### src/rtl/micro_pkg.sv
// Shared definitions for the microprogram sequencer.
// Holds the next-state select and condition select encodings, the MIPS
// opcode/funct values recognised by the dispatch table, the microstore
// entry points each instruction dispatches to, and the fixed entry states.
package micro_pkg;

    // Next-state select field of the microword
    typedef enum logic [2:0] {
        NS_DISPATCH = 3'b000,
        NS_FETCH    = 3'b001,
        NS_JUMP     = 3'b010,
        NS_INC      = 3'b011,
        NS_CJUMP    = 3'b100,
        NS_CWAIT    = 3'b101,
        NS_CRET     = 3'b110,
        NS_RESET    = 3'b111
    } nsel_e;

    // Datapath condition select field of the microword
    typedef enum logic [1:0] {
        CS_MOC   = 2'b00,
        CS_ALU_Z = 2'b01,
        CS_ALU_N = 2'b10,
        CS_ONE   = 2'b11
    } csel_e;

    // Primary opcodes (ir[31:26])
    localparam logic [5:0] OP_RTYPE = 6'h00;
    localparam logic [5:0] OP_LW    = 6'h23;
    localparam logic [5:0] OP_SW    = 6'h2B;
    localparam logic [5:0] OP_LUI   = 6'h0F;
    localparam logic [5:0] OP_ADDIU = 6'h09;
    localparam logic [5:0] OP_BEQ   = 6'h04;
    localparam logic [5:0] OP_BNE   = 6'h05;
    localparam logic [5:0] OP_J     = 6'h02;
    localparam logic [5:0] OP_JAL   = 6'h03;

    // R-type function codes (ir[5:0])
    localparam logic [5:0] FN_ADDU = 6'h21;
    localparam logic [5:0] FN_SUBU = 6'h23;
    localparam logic [5:0] FN_AND  = 6'h24;
    localparam logic [5:0] FN_OR   = 6'h25;
    localparam logic [5:0] FN_SLT  = 6'h2A;
    localparam logic [5:0] FN_JR   = 6'h08;

    // Fixed microstore entry points
    localparam logic [6:0] ST_RESET = 7'd0;
    localparam logic [6:0] ST_FETCH = 7'd1;

    // Dispatch targets
    localparam logic [6:0] ST_ADDU  = 7'd6;
    localparam logic [6:0] ST_LW    = 7'd7;
    localparam logic [6:0] ST_SW    = 7'd12;
    localparam logic [6:0] ST_LUI   = 7'd16;
    localparam logic [6:0] ST_SUBU  = 7'd17;
    localparam logic [6:0] ST_ADDIU = 7'd18;
    localparam logic [6:0] ST_AND   = 7'd19;
    localparam logic [6:0] ST_OR    = 7'd21;
    localparam logic [6:0] ST_SLT   = 7'd23;
    localparam logic [6:0] ST_JR    = 7'd30;
    localparam logic [6:0] ST_BEQ   = 7'd34;
    localparam logic [6:0] ST_BNE   = 7'd35;
    localparam logic [6:0] ST_J     = 7'd36;
    localparam logic [6:0] ST_JAL   = 7'd37;

endpackage

### src/rtl/opcode_dispatch.sv
// Combinational instruction decoder for the sequencer's dispatch source.
// Ports:
//   opcode  in  6  ir[31:26]
//   funct   in  6  ir[5:0], only meaningful for R-type
//   valid   out 1  1 when the opcode/funct pair has a microcode routine
//   target  out 7  microstore entry point of that routine (0 when invalid)
module opcode_dispatch
    import micro_pkg::*;
(
    input  logic [5:0] opcode,
    input  logic [5:0] funct,
    output logic       valid,
    output logic [6:0] target
);

    // Opcode/funct lookup; anything unlisted is reported invalid
    always_comb begin
        valid  = 1'b1;
        target = ST_RESET;
        case (opcode)
            OP_RTYPE: begin
                case (funct)
                    FN_ADDU: target = ST_ADDU;
                    FN_SUBU: target = ST_SUBU;
                    FN_AND:  target = ST_AND;
                    FN_OR:   target = ST_OR;
                    FN_SLT:  target = ST_SLT;
                    FN_JR:   target = ST_JR;
                    default: valid  = 1'b0;
                endcase
            end
            OP_LW:    target = ST_LW;
            OP_SW:    target = ST_SW;
            OP_LUI:   target = ST_LUI;
            OP_ADDIU: target = ST_ADDIU;
            OP_BEQ:   target = ST_BEQ;
            OP_BNE:   target = ST_BNE;
            OP_J:     target = ST_J;
            OP_JAL:   target = ST_JAL;
            default:  valid  = 1'b0;
        endcase
    end

endmodule

### src/rtl/micro_sequencer.sv
// Next-state controller of the microprogrammed control unit.
// Holds the current microstate and picks the next one from opcode dispatch,
// the microword jump target, increment or hold, steered by n_sel and a
// selectable (optionally inverted) datapath condition. Waits on a condition
// (CWAIT) are bounded: after MOC_TIMEOUT held cycles the sequencer traps.
// Ports:
//   clk, reset           clock (rising edge), async active-high reset
//   n_sel, inv, cond_sel microword next-state select / condition controls
//   cr                   microword jump target
//   moc, alu_z, alu_n    datapath conditions
//   ir                   instruction register
//   state                current microstate (microstore address)
//   moc_timeout          one-cycle pulse when a condition wait expires
//   illegal_op           one-cycle pulse when dispatch finds no routine
module micro_sequencer
    import micro_pkg::*;
#(
    parameter int                 STATE_W     = 7,
    parameter int                 MOC_TIMEOUT = 15,
    parameter logic [STATE_W-1:0] TRAP_STATE  = 7'd1
) (
    input  logic               clk,
    input  logic               reset,
    input  logic [2:0]         n_sel,
    input  logic               inv,
    input  logic [1:0]         cond_sel,
    input  logic [6:0]         cr,
    input  logic               moc,
    input  logic               alu_z,
    input  logic               alu_n,
    input  logic [31:0]        ir,
    output logic [STATE_W-1:0] state,
    output logic               moc_timeout,
    output logic               illegal_op
);

    localparam int CNT_W = $clog2(MOC_TIMEOUT + 1);

    logic [STATE_W-1:0] state_q, state_d;
    logic [CNT_W-1:0]   wait_cnt_q, wait_cnt_d;
    logic               moc_timeout_q, moc_timeout_d;
    logic               illegal_op_q, illegal_op_d;

    logic               cond_raw_s;
    logic               cond_s;
    logic               disp_valid_s;
    logic [6:0]         disp_target_s;
    logic [STATE_W-1:0] state_inc_s;
    logic               unused_ir_s;

    // Only opcode and funct steer dispatch; the operand fields are ignored
    assign unused_ir_s = ^ir[25:6];

    opcode_dispatch u_dispatch (
        .opcode (ir[31:26]),
        .funct  (ir[5:0]),
        .valid  (disp_valid_s),
        .target (disp_target_s)
    );

    // Natural-width add wraps the top state back to 0
    assign state_inc_s = state_q + STATE_W'(1);

    // Condition source mux followed by optional inversion
    always_comb begin
        cond_raw_s = 1'b0;
        case (csel_e'(cond_sel))
            CS_MOC:   cond_raw_s = moc;
            CS_ALU_Z: cond_raw_s = alu_z;
            CS_ALU_N: cond_raw_s = alu_n;
            CS_ONE:   cond_raw_s = 1'b1;
            default:  cond_raw_s = 1'b0;
        endcase
        cond_s = cond_raw_s ^ inv;
    end

    // Next-state selection, wait counting and pulse generation
    always_comb begin
        state_d       = state_q;
        wait_cnt_d    = '0;
        moc_timeout_d = 1'b0;
        illegal_op_d  = 1'b0;
        case (nsel_e'(n_sel))
            NS_DISPATCH: begin
                if (disp_valid_s) begin
                    state_d = STATE_W'(disp_target_s);
                end else begin
                    state_d      = TRAP_STATE;
                    illegal_op_d = 1'b1;
                end
            end
            NS_FETCH: state_d = STATE_W'(ST_FETCH);
            NS_JUMP:  state_d = STATE_W'(cr);
            NS_INC:   state_d = state_inc_s;
            NS_CJUMP: begin
                if (cond_s) begin
                    state_d = STATE_W'(cr);
                end else begin
                    state_d = state_inc_s;
                end
            end
            NS_CWAIT: begin
                // The condition is checked first so that it wins a tie
                // with an expiring counter.
                if (cond_s) begin
                    state_d = state_inc_s;
                end else if (wait_cnt_q == CNT_W'(MOC_TIMEOUT)) begin
                    state_d       = TRAP_STATE;
                    moc_timeout_d = 1'b1;
                end else begin
                    state_d    = state_q;
                    wait_cnt_d = wait_cnt_q + CNT_W'(1);
                end
            end
            NS_CRET: begin
                if (cond_s) begin
                    state_d = STATE_W'(cr);
                end else begin
                    state_d = STATE_W'(ST_FETCH);
                end
            end
            NS_RESET: state_d = STATE_W'(ST_RESET);
            default:  state_d = STATE_W'(ST_RESET);
        endcase
    end

    // State, wait counter and status pulse registers
    always_ff @(posedge clk or posedge reset) begin
        if (reset) begin
            state_q       <= STATE_W'(ST_RESET);
            wait_cnt_q    <= '0;
            moc_timeout_q <= 1'b0;
            illegal_op_q  <= 1'b0;
        end else begin
            state_q       <= state_d;
            wait_cnt_q    <= wait_cnt_d;
            moc_timeout_q <= moc_timeout_d;
            illegal_op_q  <= illegal_op_d;
        end
    end

    assign state       = state_q;
    assign moc_timeout = moc_timeout_q;
    assign illegal_op  = illegal_op_q;

endmodule

### config.mk
export PLATFORM = sky130hd
export DESIGN_NAME = micro_sequencer
export DESIGN_NICKNAME = d
export VERILOG_FILES = /design/src/rtl/micro_pkg.sv /design/src/rtl/opcode_dispatch.sv /design/src/rtl/micro_sequencer.sv
export SDC_FILE = /design/constraint.sdc
export NUM_CORES = 1
export LEC_CHECK = 0
export BUFFER_PORTS_ARGS = -buffer_cell sky130_fd_sc_hd__buf_2
export CORE_MARGIN = 2
export CORE_UTILIZATION = 42
export CTS_BUF_LIST = sky130_fd_sc_hd__clkbuf_16
export DETAILED_ROUTE_END_ITERATION = 12
export PLACE_DENSITY_LB_ADDON = 0.08
export SLEW_MARGIN = 10
export SYNTH_ARGS = -nofsm -noshare
export SYNTH_HDL_FRONTEND = slang
export SYNTH_SLANG_ARGS = --single-unit
export TNS_END_PERCENT = 30
### constraint.sdc
create_clock -name clk -period 1.5 [get_ports clk]
set_input_delay 0.45 -clock clk [delete_from_list [all_inputs] [get_ports clk]]
set_output_delay 0.45 -clock clk [all_outputs]
set_load 0.005 [all_outputs]
==> impl_results.md <==
* Boundary Pins at 59
* GPL Wtd Cong at 0.895
* Final net count at 312
* Worst Setup SP: cond_sel[0]
* Combinational power share at 38.4%
* Number of warnings issued by yosys at 0
* Primary FF master, synth: dfrtp_1
* Die H at 58.9 um
* DRC at 1
* Vias/cell at 5.77
* R2R Setup Slk at -0.25 ns
* Slowest CP cell: o41ai_1
* Clock transition at the registers of the reported paths at 0.05 ns
* Initial antenna violation count at 0
* Sw Pwr at 0.448 mW
* Max_cap viols at 0
* Fmax at 518 MHz
* Vias in the first global route at 1532
* Worst R2R Path Depth at 5
* Leakage at 0.994 nW
* Antenna Nets Post-Route at 0
* Clock network fraction of total power at 33.8%
* DR WL/cell at 14.9 um
* CP required at 1.60 ns
* Root Buffer Master: clkbuf_16
* Layout area overhead at 68.7%
* Seq/Total Area, Yosys at 25.7%
* Post-route design area at 2130 um^2
* Worst Skew at 0.00385 ns
* DR pass1 iterations at 8
* Ant diodes at 0
* Die area at 3460 um^2
* Worst setup path class: in -> reg
* Hold WC Path Type: in -> async
* GRT Residual Overflow at 0
* Syn_area_per_cell at 7.52 um^2
* Final Worst Setup Slack at -0.432 ns
* Hpwl dp at 3220 um
* Hold WS at 0.234 ns
* Initial Utilization at 45.0%
* Period utilisation layout at 129%
* Via count at 1673
* Pwr Density at 686 nW/um^2
* Cell chain of the critical path: buf_6 > mux2_4 > o21ai_4 > xor2_2 > buf_6 > nor3_1 > o41ai_1 > a21oi_1
* Die width at 58.9 um
* Flop pwr share at 27.8%
* DP Area at 1900 um^2
* #FFs+latches synth at 13
* Max_slew headroom at 65.8%
* Post-synth ARST share at 100%
* RR Endpoint: state[0]
* Status: finished, violations left
* Overall Global Routing Usage at 26.1%
* CP peak stage delay at 0.43 ns
* Failing checks: DRC, setup timing
* Setup crit end kind: flop
* Post-synth cell types at 48
* Clock sink total at 13
* Synthesized area at 1260 um^2
* Cells after synthesis at 168
* WP data arrival at 2.03 ns
* # setup viols final at 11
* Final Max Tran Viols at 0
* Clk_lat worst skew at 0.24 ns
* Num CTS Buffers at 3
* Post-Route WL at 4330 um
* Most common cell on crit path: buf_6
* Maximum clock insertion buffer count at 2
* First-pass GRT wire length at 6990 um
* Core Box Area at 2810 um^2
* Post-route minimum period at 1.93 ns
* Sw Ratio at 30.6%
* Mapped Nets at 220
* Port-buffer cells at 38
* RR Startpoint: wait_cnt_q[0]
* Cell-internal power at 1.01 mW
* H-tree levels at 1
* First DRT Iteration DRCs at 79
* Fin. Hold Viols at 0
* Post-synth EDFFs at 0
* Critical Path Fanout Max at 5
* Worst Setup Start Kind: primary input
* Critical path endpoint: state[4]
* Fraction of layout cells with a size suffix above 1 at 47.9%
* CTS tree: yes
* Worst Max-Slew Pin Slew at 0.513 ns
* Row cnt at 19
* RSZ-0062 raised after global routing: true
* Pin count of the biggest net entering global routing at 14
* Max VDD drop at 478 uV
==> what timing repair did <==
| item | 4_1_cts | 5_1_grt |
|---|---|---|
| pin swaps | 12 | 2 |
| gates resized for setup | 16 | 8 |
| setup endpoints to repair | 10 | 11 |
| hold buffers | 0 | 0 |
| setup buffers | 3 | 0 |
==> cells by family (layout without fill, tap and decap cells) <==
kind of cell    count (synthesis)  in the layout  synth area share, %
compound gates                 50             50                 27.5
simple gates                   77             77                 32.9
buf+inv                        17            108                 5.35
xor+xnor                        7              7                 4.85
fa+ha+maj                       2              2                 1.98
flops                          13             13                 25.7
mux                             2              2                 1.68
==> synthesized netlist by cell type (all sizes together) (3+ instances only) <==
cell type	number	share of area, %
inv	10	3.0
a21oi	9	3.6
buf	3	1.2
a31oi	8	4.0
nand3	7	2.8
o311ai	3	2.1
a31o	3	2.1
o21ai	7	3.1
dfrtp	13	26
nor3	10	4.0
clkbuf	4	1.2
and3	4	2.0
nand2	16	4.8
nor4b	3	2.6
xnor2	3	2.1
nand3b	3	1.8
xor2	4	2.8
nor2b	6	3.0
nor2	13	3.9
==> registers in the layout (all words and copies together) (netlist names) <==
signal	count
illegal_op	1
moc_timeout	1
state	7
wait_cnt_q	4
==> cell usage in the layout (no fill, tap or decap), drive strengths merged, types with 3 or more instances in the layout <==
cell / instances
clkbuf: 3
a31oi: 8
xor2: 4
a21oi: 9
nand2: 16
dfrtp: 13
o21ai: 7
o311ai: 3
nand3: 7
inv: 11
a31o: 3
nor3: 10
nand3b: 3
nor2b: 6
buf: 94
xnor2: 3
and3: 4
nor4b: 3
nor2: 13
==> area by class of cell <==
cell class | instances | area [um^2]
tap | 31 | 38.8
clock inverter | 1 | 3.75
timing repair buffer | 94 | 628
sequential | 13 | 325
clock buffer | 3 | 75.1
fill | 209 | 673
multi-input combinational | 138 | 1020
inverter | 10 | 37.5
==> metrics by stage <==
stage | TNS, ns | std cells | utilization [%] | total power [mW] | setup WS [ns]
2_1_floorplan | -2.83 | 168 | - | 0.643 | -0.429
3_3_place_gp | -5.88 | 283 | 67.8 | 0.886 | -0.668
3_5_place_dp | -6.17 | 283 | 67.8 | 0.896 | -0.711
4_1_cts | -1.97 | 290 | 74.4 | 1.44 | -0.353
5_1_grt | -2.89 | 290 | 76.0 | 1.54 | -0.468
6_report | -2.18 | 290 | 76.0 | 1.46 | -0.432
==> metal layers <==
layer	wire length, um	vias up	global-route usage, %
li1	-	819	-
met1	2040	792	38.3
met2	2050	54	40.2
met3	206	8	4.62
met4	31	0	5.19
met5	0	-	0
==> worst max-delay path: cells and delay by family <==
| family | cells | cell delay [ns] |
|---|---|---|
| AOI/OAI and AO/OA | 3 | 0.77 |
| xor gates and xnor gates | 1 | 0.19 |
| buffers and inverters | 2 | 0.25 |
| muxes | 1 | 0.30 |
| and+or+nand+nor | 1 | 0.07 |
==> power groups by stage <==
stage	clock network, mW	logic, mW	registers [mW]
floorplan	0	0.223	0.420
finish	0.494	0.562	0.407
CTS	0.501	0.535	0.405
global route	0.515	0.609	0.412
detailed placement	0	0.487	0.408
global placement	0	0.478	0.408
==> worst min-delay path by stage <==
stage	start	end	slack, ns	cells past startpoint
finish	reset	state[0]	0.23	2
global route	reset	state[3]	0.27	2
CTS	reset	state[3]	0.24	2
detailed placement	reset	wait_cnt_q[3]	0.50	2
global placement	reset	illegal_op	0.49	2
floorplan	reset	illegal_op	0.33	1
Power figures use the tool's default switching activity.
